$ cat src/rtl/uart_tx_arbiter.sv
`default_nettype none
// ============================================================================
//  Module      : uart_tx_arbiter
//  Description : Round-robin arbiter sharing one UART transmitter between
//                NUM_REQ byte producers. Latches the winning byte, runs the
//                start/busy handshake and keeps tx_data stable for the frame.
//                All logic is in the baud_clk domain.
//  Revision    : 1.0  initial release
// ----------------------------------------------------------------------------
//  Parameters
//    NUM_REQ    : number of requesters (2..8)
//    GAP_CYCLES : idle baud cycles inserted after each frame (0..15)
//    START_TMO  : baud cycles allowed from tx_start to tx_busy high (>= 1)
//  Ports
//    baud_clk   in   baud-rate clock, rising edge
//    reset_n    in   asynchronous active-low reset
//    req        in   req[i]=1: requester i has a byte, held until ack[i]
//    req_data   in   byte of requester i at [8*i+7:8*i]
//    ack        out  one-cycle pulse, byte of requester i latched
//    tx_data    out  byte to the transmitter, stable from latch to frame end
//    tx_start   out  start strobe to the transmitter
//    tx_busy    in   busy flag from the transmitter
//    grant_id   out  index of the requester owning the current frame
//    active     out  high from latch until return to idle
//    tmo_err    out  sticky start-timeout flag, cleared only by reset
// ============================================================================
module uart_tx_arbiter #(
    parameter int NUM_REQ    = 4,
    parameter int GAP_CYCLES = 1,
    parameter int START_TMO  = 4
) (
    input  logic                       baud_clk,
    input  logic                       reset_n,
    input  logic [NUM_REQ-1:0]         req,
    input  logic [NUM_REQ*8-1:0]       req_data,
    output logic [NUM_REQ-1:0]         ack,
    output logic [7:0]                 tx_data,
    output logic                       tx_start,
    input  logic                       tx_busy,
    output logic [$clog2(NUM_REQ)-1:0] grant_id,
    output logic                       active,
    output logic                       tmo_err
);

    localparam int ID_W  = $clog2(NUM_REQ);
    localparam int TMO_W = (START_TMO > 1) ? $clog2(START_TMO) : 1;

    // Pointer value out of reset: searching starts at requester 0.
    localparam logic [ID_W-1:0]  LAST_INIT = ID_W'(NUM_REQ - 1);
    // Terminal counts; the counters start at 0 on entry to their state.
    localparam logic [TMO_W-1:0] TMO_LAST  = TMO_W'(START_TMO - 1);
    localparam logic [3:0]       GAP_LAST  = 4'(GAP_CYCLES - 1);

    localparam logic [1:0] S_IDLE  = 2'd0;
    localparam logic [1:0] S_START = 2'd1;
    localparam logic [1:0] S_BUSY  = 2'd2;
    localparam logic [1:0] S_GAP   = 2'd3;

    logic [1:0]         state_q,    state_d;
    logic [ID_W-1:0]    last_q,     last_d;
    logic [ID_W-1:0]    grant_q,    grant_d;
    logic [7:0]         tx_data_q,  tx_data_d;
    logic [NUM_REQ-1:0] ack_q,      ack_d;
    logic               start_q,    start_d;
    logic               active_q,   active_d;
    logic               tmo_err_q,  tmo_err_d;
    logic [TMO_W-1:0]   tmo_cnt_q,  tmo_cnt_d;
    logic [3:0]         gap_cnt_q,  gap_cnt_d;

    // ------------------------------------------------------------------------
    // Round-robin search: candidates are visited in the order last+1,
    // last+2, ... (mod NUM_REQ); the first asserted request wins.
    // ------------------------------------------------------------------------
    logic            win_found;
    logic [ID_W-1:0] win_id;
    logic [ID_W-1:0] cand;

    always_comb begin
        win_found = 1'b0;
        win_id    = '0;
        cand      = '0;
        for (int k = 1; k <= NUM_REQ; k++) begin
            cand = ID_W'((int'(last_q) + k) % NUM_REQ);
            if (!win_found && req[cand]) begin
                win_found = 1'b1;
                win_id    = cand;
            end
        end
    end

    // ------------------------------------------------------------------------
    // Next-state logic
    // ------------------------------------------------------------------------
    always_comb begin
        state_d   = state_q;
        last_d    = last_q;
        grant_d   = grant_q;
        tx_data_d = tx_data_q;
        ack_d     = '0;
        start_d   = start_q;
        active_d  = active_q;
        tmo_err_d = tmo_err_q;
        tmo_cnt_d = tmo_cnt_q;
        gap_cnt_d = gap_cnt_q;

        case (state_q)
            S_IDLE: begin
                // tx_data is only ever loaded here, so it stays frozen for
                // the whole frame including the trailing gap.
                if (win_found) begin
                    tx_data_d     = req_data[{win_id, 3'b000} +: 8];
                    grant_d       = win_id;
                    last_d        = win_id;
                    ack_d[win_id] = 1'b1;
                    start_d       = 1'b1;
                    active_d      = 1'b1;
                    tmo_cnt_d     = '0;
                    state_d       = S_START;
                end
            end

            S_START: begin
                // A busy seen on the terminal-count edge still wins over the
                // timeout: the transmitter has accepted the byte.
                if (tx_busy) begin
                    start_d = 1'b0;
                    state_d = S_BUSY;
                end else if (tmo_cnt_q == TMO_LAST) begin
                    start_d   = 1'b0;
                    tmo_err_d = 1'b1;
                    active_d  = 1'b0;
                    state_d   = S_IDLE;
                end else begin
                    tmo_cnt_d = tmo_cnt_q + TMO_W'(1);
                end
            end

            S_BUSY: begin
                if (!tx_busy) begin
                    if (GAP_CYCLES == 0) begin
                        active_d = 1'b0;
                        state_d  = S_IDLE;
                    end else begin
                        gap_cnt_d = '0;
                        state_d   = S_GAP;
                    end
                end
            end

            S_GAP: begin
                if (gap_cnt_q == GAP_LAST) begin
                    active_d = 1'b0;
                    state_d  = S_IDLE;
                end else begin
                    gap_cnt_d = gap_cnt_q + 4'd1;
                end
            end

            default: begin
                start_d  = 1'b0;
                active_d = 1'b0;
                state_d  = S_IDLE;
            end
        endcase
    end

    // ------------------------------------------------------------------------
    // State registers. Reset is asynchronous so tx_start drops immediately
    // when reset hits mid-frame.
    // ------------------------------------------------------------------------
    always_ff @(posedge baud_clk or negedge reset_n) begin
        if (!reset_n) begin
            state_q   <= S_IDLE;
            last_q    <= LAST_INIT;
            grant_q   <= '0;
            tx_data_q <= '0;
            ack_q     <= '0;
            start_q   <= 1'b0;
            active_q  <= 1'b0;
            tmo_err_q <= 1'b0;
            tmo_cnt_q <= '0;
            gap_cnt_q <= '0;
        end else begin
            state_q   <= state_d;
            last_q    <= last_d;
            grant_q   <= grant_d;
            tx_data_q <= tx_data_d;
            ack_q     <= ack_d;
            start_q   <= start_d;
            active_q  <= active_d;
            tmo_err_q <= tmo_err_d;
            tmo_cnt_q <= tmo_cnt_d;
            gap_cnt_q <= gap_cnt_d;
        end
    end

    assign ack      = ack_q;
    assign tx_data  = tx_data_q;
    assign tx_start = start_q;
    assign grant_id = grant_q;
    assign active   = active_q;
    assign tmo_err  = tmo_err_q;

endmodule
`default_nettype wire
$ cat config.mk
export PLATFORM = sky130hd
export DESIGN_NAME = uart_tx_arbiter
export DESIGN_NICKNAME = d
export VERILOG_FILES = /design/src/rtl/uart_tx_arbiter.sv
export SDC_FILE = /design/constraint.sdc
export NUM_CORES = 1
export LEC_CHECK = 0
export BUFFER_PORTS_ARGS = -buffer_cell sky130_fd_sc_hd__buf_4
export CORE_MARGIN = 2
export CORE_UTILIZATION = 49
export CTS_CLUSTER_DIAMETER = 100
export DETAILED_ROUTE_END_ITERATION = 6
export GPL_ROUTABILITY_DRIVEN = 0
export PLACE_DENSITY = 0.81
export REMOVE_ABC_BUFFERS = 1
export SETUP_SLACK_MARGIN = 0.15
export SLEW_MARGIN = 20
export SYNTH_ARGS = -nofsm -noshare
export SYNTH_HDL_FRONTEND = slang
export SYNTH_SLANG_ARGS = --single-unit
$ cat constraint.sdc
create_clock -name baud_clk -period 2.13 [get_ports baud_clk]
set_clock_uncertainty 0.2 [all_clocks]
set_input_delay 0.426 -clock baud_clk [delete_from_list [all_inputs] [get_ports baud_clk]]
set_output_delay 0.426 -clock baud_clk [all_outputs]
set_load 0.01 [all_outputs]
Word-level counts from Yosys, hierarchy flattened
Index checks and enable logic that the tools add are counted.

storage, ports and cells
  input port bits = 39
  bits in writable memories = 0
  memory bits (read-only) = 0
  bits in latches = 0
  flip-flop bits (word level) = 27
  memories kept = 0

cells by class
  bitwise operators = 1
  eq/ne operators = 12
  multiply operators = 0
  multiplexer cells = 40
  reductions and logical operators = 19
  $add $sub $neg = 6
  magnitude comparators = 6
  divide/modulo/power cells = 0
  shift-type cells = 1

operator list
  kind                   number
  $shiftx A32 B6 Y8      1
  $mux W2                12
  $mux W4                4
  $lt A2 B3 Y1 const B   5
  $mux W1                14
  $ne A2 B2 Y1 const B   7
  $reduce_and A3 Y1      3
  $bmux W1 S2            4
  $pmux W2 S4            1
  $pmux W4 S2            1
  $reduce_and A4 Y1      2
  $add A2 B1 Y2 const B  3
  $eq A2 B2 Y1 const B   3
  $reduce_and A5 Y1      1
  $add A2 B2 Y2 const B  2
  $add A4 B1 Y4 const B  1
  $logic_and A1 B1 Y1    4
  $logic_not A4 Y1       1
  $pmux W2 S2            1
  $reduce_bool A2 Y1     2
  $logic_not A1 Y1       3
  $ne A3 B3 Y1 const B   1
  $pmux W1 S3            1
  $reduce_bool A3 Y1     1
  other kinds (7)        7

Depth between registers and ports, before layout
Gate-level depths: netlist of the first run.

  depth after elaboration = 19
  mapped depth = 7

Least setup slack after synthesis of the first run
Ideal clock, no wire load.

  path type = register to register
  start point = register last_q[0]
  end point = register tx_data_q[1] (netlist: tx_data[1])
  stages on the path, launching flop included = 7
  arrival = 1.620 ns
  buffers on the path = 1
  setup slack = 0.177 ns
  clock period less this slack = 1.953 ns
  data required time = 1.797 ns
  setup time = 0.133 ns
  cell sequence = dfstp_2 > and3b_1 > o31a_1 > buf_6 > mux2_4 > nand3_1 > o211ai_1

between the ends
  word-level cells in the longest chain between the ends = 14
  elaborated cells on any way between the ends = 28

ends and longest elaborated chain
  element                                                 line  RTL
  from (decl)                                             60    logic [ID_W-1:0] last_q, last_d;
  from (signal assigned)                                  185   last_q <= last_d;
  $add A2 B1 Y2                                           83    cand = ID_W'((int'(last_q) + k) % NUM_REQ);
  $bmux W1 S2                                             84    if (!win_found && req[cand]) begin
  $mux W1 (not written as such)                           84
  $mux W1                                                 84
  $logic_not A1 Y1                                        84
  $logic_and A1 B1 Y1                                     84
  $mux W1                                                 84
  $logic_not A1 Y1                                        84
  $logic_and A1 B1 Y1                                     84
  $mux W1                                                 84
  $logic_not A1 Y1                                        84
  $logic_and A1 B1 Y1                                     84
  $mux W2 or $mux W1 (tied branches)                      84
  $shiftx A32 B6 Y8 or $reduce_and A2 Y1 (tied branches)  -
  to (signal assigned)                                    187   tx_data_q <= tx_data_d;
  to (decl)                                               62    logic [7:0] tx_data_q, tx_data_d;

Several ways; a longest one is shown, not always the timed one. The select of a mux whose other input is x is not followed.
A chain may end at the register's enable or synchronous reset.

Final worst setup path of the first run
  start point = register last_q[1]
  end point = register tx_data_q[0] (netlist: tx_data[0])

The elaborated chain is that of the path after synthesis.

==> results of run 1 <==
-- how the worst max path moves through the flow --
stage	startpoint	endpoint	depth (start not counted)	slack (ps)
2_1_floorplan	last_q[0]	tx_data[1]	5	80
3_3_place_gp	req[0]	tx_data[0]	5	3
3_5_place_dp	req[0]	tx_data[6]	5	-120
4_1_cts	last_q[1]	tx_data[0]	7	110
5_1_grt	last_q[1]	tx_data[6]	7	50
6_report	last_q[1]	tx_data[0]	7	110
-- cells by family (layout without fill, tap and decap cells) --
group | after synthesis | in the layout
simple gates | 59 | 59
compound gates | 31 | 31
flops | 27 | 27
mux | 18 | 18
buf+inv | 10 | 84
fa+ha+maj | 3 | 3
xor+xnor | 2 | 2
-- sequential cells by signal, indices dropped and copies added (netlist names), named ones only --
signal	count
grant_id	2
state_q	1
ack	4
last_q	2
tmo_cnt_q	2
tmo_err	1
gap_cnt_q	4
active	1
tx_data	8
tx_start	1
-- placed cells by master (no fill, tap or decap), types with 2 or more instances in the layout --
master     n
clkbuf_4   3
inv_1      4
nand2b_1   2
mux2i_1    7
a21oi_1    3
o21ai_0    7
o211ai_1   8
dfstp_2    2
o21a_1     2
buf_6      3
ha_1       3
nor2_1    11
buf_12     3
nand2_1   19
a22o_1     2
mux2_4     8
mux2i_2    2
dfrtp_1   25
buf_4     69
nor2b_1    4
nand3_2    4
nand3_1    8
-- area by class of cell --
class / instances / area share
clock buffers: 4 / 0.0115
repair buffers: 76 / 0.273
multi-input cells: 113 / 0.386
inverters: 4 / 0.00660
well taps: 44 / 0.0242
flip-flops and latches: 27 / 0.298
-- worst reg2reg max path, delay by kind of cell (launching register included) --
family / cells / cell delay [ps]
AO/OA/AOI/OAI: 3 / 460
buffers and inverters: 2 / 310
flip-flops: 1 / 650
multiplexers: 1 / 260
AND/OR/NAND/NOR: 1 / 70
-- power groups by stage --
| stage | combinational, mW | sequential, mW | clock [mW] |
|---|---|---|---|
| 2_1_floorplan | 0.709 | 0.968 | 0 |
| 3_3_place_gp | 1.25 | 0.900 | 0 |
| 3_5_place_dp | 1.31 | 0.908 | 0 |
| 4_1_cts | 1.49 | 0.903 | 0.219 |
| 5_1_grt | 1.78 | 0.936 | 0.241 |
| 6_report | 1.64 | 0.911 | 0.213 |
-- metal layers --
metal  part of all wire  global-route usage  routed length [um]
met5                  0                   0                   0
met4              0.016              0.0921                  61
met3              0.058              0.0390                 221
met2               0.51               0.370                1920
met1               0.42               0.304                1600
-- stage by stage --
stage	utilization	power (mW)	hold slack [ps]	cells
2_1_floorplan	-	1.68	-69.6	144
3_3_place_gp	0.664	2.15	147	250
3_5_place_dp	0.664	2.21	155	250
4_1_cts	0.721	2.61	213	263
5_1_grt	0.752	2.96	211	268
6_report	0.752	2.76	219	268
-- what timing repair did --
| item | CTS | global route |
|---|---|---|
| endpoints found under the setup margin | 13 | 12 |
| gates resized for setup | 17 | 7 |
| cloned | 1 | 0 |
| hold buffers | 1 | 0 |
| hold endpoints to repair | 25 | 0 |
| setup buffers | 7 | 5 |
| pin swaps | 9 | 5 |
==> flow_summary.yaml, run 1 <==
sta:
  slew_headroom: 0.647
  worst_pin_slew_ps: 525
  hold_violations: 0
  drv_slew: 0
  setup_viol: 0
  setup_ws_ps: 115
  period_share: 0.946
  fmax_ghz: 0.496
  fin_crit_ps: 2020
  finalSetupTns_ps: 0
  rsz0062_at_grt: "true"
final_layout:
  design_area_um2: 2280
  layout-drive-gt1-share: 0.473
  area_growth_pct: 48.2
  final_nets: 267
  multiInputGateArea_um2: 880
  fillers: 197
  ff_latch_area_um2: 678
  diodes: 0
outcome:
  status: "finished, final reports clean"
worst_setup_path:
  crit_path_end_kind: "register"
  critical_path.top_delay_family: "flip-flops"
  reg2regPathDepth: 7
  r2r_slack_ps: 110
  cpPeakStageDelay_ps: 650
  reg2reg_to: "tx_data[0]"
  regToRegStartpoint: "last_q[1]"
  crit_fanout: 7
  path_class: "register to register"
  path_cells: "a21oi_4 > buf_6 > o31ai_4 > buf_4 > nand3_2 > mux2_4 > o211ai_1"
  cp-start-kind: "register"
  required_ps: 2180
  arrival_ps: 2060
  timing.critical_path.buf_inv: 2
  worst_path_max_delay_cell: "dfstp_2"
routing:
  detail-route-antenna-nets: 0
  dr.pass1.iters: 4
  via_count: 1447
  vias_per_cell: 5.40
  drt_iter0_markers: 61
  drc: 0
  routedWlPerCell_um: 14.2
  routed_wl_mm: 3.80
grt:
  globalRouteOverflowTotal: 0
  grt_pass1_vias: 1402
  grt_max_degree: 28
  antenna_found_initial: 0
  grt_usage: 0.229
  grt_pass1_wl_mm: 6.15
worst_hold_path:
  min_path_type: "input port to register"
  hold_start: "req_data[24]"
  hold_depth: 3
  worstHoldEndpoint: "tx_data[0]"
power_and_ir_drop:
  power_density_nw_per_um2: 1210
  p_leak_nw: 1.09
  p_seq_frac: 0.330
  p_sw_mw: 1.07
  peakVddDrop_v: 0.000604
  swShare: 0.387
  pwr-share-comb: 0.593
  pwr-share-clk: 0.077
  p_int_mw: 1.69
synth:
  yosys-top-cells-count: "25 x dfrtp_1, 19 x nand2_1, 12 x nand3_1, 12 x nor2_1, 9 x mux2i_1"
  synth_edf_count: 0
  synth_most_common_cell: "dfrtp_1"
  synthFlopType: "dfrtp_1"
  synth_seq_cells: 27
  yosys.cell_types.count: 40
  yosys-top-cells-area: "dfrtp_1 41%, mux2i_1 5.9%, nand2_1 4.6%"
  synth_xor_area_frac: 0.0114
  synth.mux.area_fraction: 0.134
  async_reset_ff_frac: 1.00
  synth_top_family_by_area: "simple AND/OR/NAND/NOR gates"
  syn-mean-instance-area_um2: 10.2
  synth-simple-area-share: 0.190
  synth-compound-area-share: 0.160
  yosys.area.top_type_share: 0.407
  syn_inst: 150
  synthAdderAreaFrac: 0.0244
  yosys.area.top_type: "dfrtp_1"
  yosysSeqAreaShare: 0.442
  synth_area_um2: 1540
  yosys_warnings: 0
clock_network:
  cts_buffers: 3
  insertion_delay_ps: 310
  clockBufferDepth: 2
  path_clk_slew_ps: 140
  clock-sinks: 27
  tritoncts: "built"
  cts.htree.levels: 1
  root_buffer: "clkbuf_4"
floorplanning:
  dieArea_um2: 3600
  start_util: 0.507
  num_rows: 20
  ioPinCount: 56
  die_h_um: 60.0
  die_w_um: 60.0
  coreArea_um2: 3030
place:
  io_buffers: 55
  place_area_um2: 2010
  dp_slack_ps: -122
  dp_hpwl_mm: 2.62
job:
  maxCapViolations: 0
Note: power is estimated with default switching activity, not from simulation.
==> run 2: changes to the inputs <==
Settings changed: PLACE_DENSITY 0.81 to 0.79.
==> flow_summary.yaml, run 2 (synthesis gave the netlist of run 1 again) <==
sta:
  finalSetupTns_ps: 0
  setup_viol: 0
  drv_slew: 0
  period_share: 0.981
  fin_crit_ps: 2090
  setup_ws_ps: 40.5
  slew_headroom: 0.674
  worst_pin_slew_ps: 483
  holdWs_ps: 214
  hold_violations: 0
  rsz0062_at_grt: "true"
  fmax_ghz: 0.479
grt:
  grt_pass1_wl_mm: 6.18
  grt_usage: 0.227
  grt_pass1_vias: 1351
  antenna_found_initial: 0
  grt_max_degree: 28
  globalRouteOverflowTotal: 0
worst_setup_path:
  arrival_ps: 2120
  crit_path_end_kind: "register"
  crit_fanout: 5
  required_ps: 2170
  cp-start-kind: "register"
  regToRegStartpoint: "last_q[0]"
  path_class: "register to register"
  crit_start: "last_q[0]"
place:
  dp_hpwl_mm: 2.69
  io_buffers: 55
  place_area_um2: 2020
  place_inst: 249
  dp_slack_ps: -166
routing:
  wl_met3_um: 221
  dr_wl_met2_mm: 2.12
  vias_per_cell: 5.35
  dr.pass1.iters: 4
  routed_wl_mm: 4.06
  via_count: 1429
  drc: 0
  detail-route-antenna-nets: 0
  top_layer_used: "met4"
  drt_iter0_markers: 64
  routedWlPerCell_um: 15.2
  drt-met1-wl_mm: 1.69
floorplanning:
  dieArea_um2: 3600
  ioPinCount: 56
  die_w_um: 60.0
  start_util: 0.507
  num_rows: 20
  die_h_um: 60.0
  coreArea_um2: 3030
final_layout:
  final_cell_mix: "69 x buf_4, 25 x dfrtp_1, 19 x nand2_1, 11 x nor2_1"
  multiInputGateArea_um2: 893
  layout_commonest_cell: "buf_4"
  design_area_um2: 2260
  ff_latch_area_um2: 678
  final_nets: 266
  diodes: 0
  largest_reg_flops: 8
  fillers: 213
  fin_cells: 267
  area_growth_pct: 47.3
  layout-drive-gt1-share: 0.484
clock_network:
  root_buffer: "clkbuf_4"
  path_clk_slew_ps: 140
  clock-sinks: 27
  clockBufferDepth: 2
  tritoncts: "built"
  insertion_delay_ps: 320
  cts_buffers: 3
  cts.htree.levels: 1
worst_hold_path:
  min_path_type: "input port to register"
  hold_start: "req_data[1]"
outcome:
  status: "finished, final reports clean"
power_and_ir_drop:
  peakVddDrop_v: 0.000516
  p_leak_nw: 1.09
  power_density_nw_per_um2: 1210
job:
  maxCapViolations: 0
-- run 2: final timing paths --
path | cells after the start | slack [ps] | end
max in group asynchronous | 2 | 1100 | last_q[1]
worst max register to register | 7 | 40 | tx_data[7]
worst max-delay path | 7 | 40 | tx_data[7]
worst min register to register | 1 | 280 | tmo_err
worst min-delay path | 3 | 210 | tx_data[1]
min in group asynchronous | 2 | 320 | tmo_err
-- run 2: layer usage --
layer / vias to the layer above / global-route usage
li1: 686 / -
met1: 685 / 0.300
met2: 54 / 0.396
met3: 4 / 0.0303
met4: 0 / 0.0476
met5: - / 0
-- run 2: critical path, cell delays in order, from the launching register on --
cell and delay [ps]:
dfstp_2 560, and3b_2 220, buf_6 120, o31ai_4 280
buf_6 170, nand3_1 80, mux2_4 260, o211ai_1 110
-- run 2: area by class of cell --
type / count / area share
flip-flops and latches: 27 / 0.300
repair buffers: 75 / 0.262
clock buffers: 4 / 0.0116
multi-input cells: 113 / 0.395
well taps: 44 / 0.0243
inverters: 4 / 0.00664
-- run 2: what timing repair did --
| action | in CTS | in global routing |
|---|---|---|
| gates cloned | 1 | 0 |
| buffers inserted | 5 | 7 |
| endpoints found under the setup margin | 13 | 10 |
| hold buffers | 1 | 0 |
| gates resized for setup | 15 | 10 |
| pin swaps | 7 | 5 |
| endpoints found under the hold margin | 25 | 0 |
-- run 2: power by group --
part / internal [mW] / total, mW / switching [mW]
Sequential: 0.739 / 0.912 / 0.173
Clock: 0.0733 / 0.224 / 0.151
Combinational: 0.825 / 1.60 / 0.778
Total: 1.64 / 2.74 / 1.10
-- run 2: through the flow --
stage / util / power, mW
CTS: 0.714 / 2.61
floorplan: - / 1.68
detailed placement: 0.666 / 2.24
finish: 0.747 / 2.74
global placement: 0.666 / 2.17
global route: 0.747 / 2.94
==> run 3: changes to the inputs <==
Settings changed: ABC_AREA set to 1, CORE_UTILIZATION 49 to 50, PLACE_DENSITY 0.79 to 0.78, SETUP_SLACK_MARGIN 0.15 to not set.
==> flow_summary.yaml, run 3 <==
outcome:
  status: "finished with violations"
  failed_checks: "setup timing"
synth:
  yosys.area.top_type_share: 0.338
  syn_inst: 272
  yosys_warnings: 0
  yosys-top-cells-count: "81 x nand2_1, 52 x inv_1, 32 x nand3_1"
  synth_seq_cells: 27
  synth_area_um2: 1850
  yosys.cell_types.count: 26
  synth_most_common_cell: "nand2_1"
  syn-mean-instance-area_um2: 6.80
  yosys-top-cells-area: "dfrtp_1 34%, nand2_1 16%, inv_1 11%"
  synth_edf_count: 0
  yosysSeqAreaShare: 0.367
  yosys.area.top_type: "dfrtp_1"
  async_reset_ff_frac: 1.00
  synthFlopType: "dfrtp_1"
sta:
  setup_ws_ps: -32.1
  fmax_ghz: 0.463
  hold_violations: 0
  drv_slew: 0
  fin_crit_ps: 2160
  worst_pin_slew_ps: 346
  setup_viol: 9
  slew_headroom: 0.769
  period_share: 1.02
  rsz0062_at_grt: "true"
  finalSetupTns_ps: -91.3
place:
  place_inst: 374
  place_area_um2: 2310
  dp_hpwl_mm: 3.10
  io_buffers: 55
power_and_ir_drop:
  pwr-share-clk: 0.067
  p_int_mw: 2.17
  peakVddDrop_v: 0.000797
  p_leak_nw: 1.45
  power_density_nw_per_um2: 1710
  p_sw_mw: 2.16
  swShare: 0.498
  p_seq_frac: 0.218
  pwr-share-comb: 0.715
final_layout:
  fin_util: 0.703
  largest_reg_flops: 8
  fillers: 317
  multiInputGateArea_um2: 968
  layout-drive-gt1-share: 0.341
  fin_cells: 388
  final_nets: 383
  ff_latch_area_um2: 678
  design_area_um2: 2530
  area_growth_pct: 37.1
  final_cell_mix: "70 x nand2_1, 66 x buf_4, 50 x inv_1, 32 x nand3_1, 25 x dfrtp_1"
  layout_commonest_cell: "nand2_1"
  diodes: 0
clock_network:
  clockBufferDepth: 2
  cts_buffers: 3
  tritoncts: "built"
  clock-sinks: 27
  cts.htree.levels: 1
  root_buffer: "clkbuf_8"
  path_clk_slew_ps: 90
  insertion_delay_ps: 270
grt:
  grt_max_degree: 28
  grt_pass1_wl_mm: 7.00
  antenna_found_initial: 0
  globalRouteOverflowTotal: 0
  grt_pass1_vias: 1734
  grt_usage: 0.207
routing:
  routed_wl_mm: 4.33
  vias_per_cell: 4.78
  drc: 0
  detail-route-antenna-nets: 0
  dr.pass1.iters: 4
  drt_iter0_markers: 115
  routedWlPerCell_um: 11.2
  via_count: 1853
floorplanning:
  die_h_um: 64.8
  coreArea_um2: 3610
  dieArea_um2: 4200
  die_w_um: 64.8
  start_util: 0.513
  ioPinCount: 56
  num_rows: 22
worst_setup_path:
  required_ps: 2100
  cp-start-kind: "register"
  crit_path_end_kind: "register"
  r2r_slack_ps: -30
  reg2reg_to: "tx_data[4]"
  crit_fanout: 7
  arrival_ps: 2130
  reg2regPathDepth: 14
  path_class: "register to register"
  regToRegStartpoint: "last_q[1]"
worst_hold_path:
  hold_depth: 3
  hold_start: "tx_busy"
  min_path_type: "input port to register"
  worstHoldEndpoint: "gap_cnt_q[2]"
job:
  maxCapViolations: 0
run 3: cell types whose count changed after synthesis, moves of 5 or more:
cell | previous run | this run
inv_1 | 4 | 52
mux2_2 | 5 | 0
mux2i_1 | 9 | 0
nand2_1 | 19 | 81
nand2_2 | 0 | 6
nand2_4 | 0 | 5
nand3_1 | 12 | 32
nand4_1 | 0 | 6
nor2_1 | 12 | 19
nor2b_1 | 5 | 0
o211ai_1 | 8 | 0
run 3: worst max-delay path: stages (launching register included):
cell and delay (ps):
dfstp_2 590, inv_2 90, nand2_1 100, nand2_2 70, nand2_2 100, nand2_4 70
nor2_4 150, nand3_2 100, nand2_4 150, clkbuf_16 160, nand3_1 60, nand3_1 80
nand2_1 50, nand2_1 50, nand2_1 40
run 3: worst max-delay path by stage:
stage	slack, ps	endpoint	from	cells after the start
floorplan	60	tx_data[0]	last_q[0]	13
global placement	50	ack[3]	last_q[0]	13
detailed placement	8	tx_data[6]	last_q[0]	12
CTS	10	tx_data[6]	last_q[0]	12
global route	-160	tx_data[3]	last_q[1]	13
finish	-30	tx_data[4]	last_q[1]	14
run 3: repair_timing:
action                                  4_1_cts  5_1_grt
hold buffers                                  1        0
setup buffers                                 0        7
hold endpoints to repair                     25        0
endpoints found under the setup margin        0       21
resized for setup                             0       31
run 3: per-stage QoR:
stage,hold WS [ps],setup slack (ps),power [mW]
2_1_floorplan,-69.6,59.7,2.68
3_3_place_gp,155,54.1,3.49
3_5_place_dp,161,7.82,3.55
4_1_cts,244,10.5,3.85
5_1_grt,260,-158,4.74
6_report,243,-32.1,4.33
run 3: power by group through the flow:
stage	Sequential, mW	Clock, mW	Combinational [mW]
2_1_floorplan	1.00	0	1.68
3_3_place_gp	0.961	0	2.53
3_5_place_dp	0.961	0	2.58
4_1_cts	0.955	0.298	2.59
5_1_grt	0.973	0.318	3.45
6_report	0.944	0.290	3.09
run 3: cell type report:
| cell class | count | area share |
|---|---|---|
| well taps | 48 | 0.0237 |
| flip-flops and latches | 27 | 0.268 |
| multi-input cells | 182 | 0.382 |
| inverters | 57 | 0.0893 |
| repair buffers | 70 | 0.220 |
| clock buffers | 4 | 0.0178 |
run 3: cell families after synthesis:
family                     after synthesis  synth area share
xor gates and xnor gates                 2           0.00947
buffers and inverters                   64             0.152
DFF                                     27             0.367
AOI/OAI and AO/OA                       15            0.0426
adders and majority gates                3            0.0203
and+or+nand+nor                        161             0.409
run 3: routing by layer:
| metal | up-vias | GRT usage | share of wire | wire length, um |
|---|---|---|---|---|
| met1 | 830 | 0.256 | 0.44 | 1890 |
| met5 | - | 0 | 0 | 0 |
| li1 | 970 | - | - | - |
| met3 | 5 | 0.0417 | 0.047 | 204 |
| met4 | 0 | 0.0346 | 0.0051 | 22 |
| met2 | 48 | 0.374 | 0.51 | 2220 |
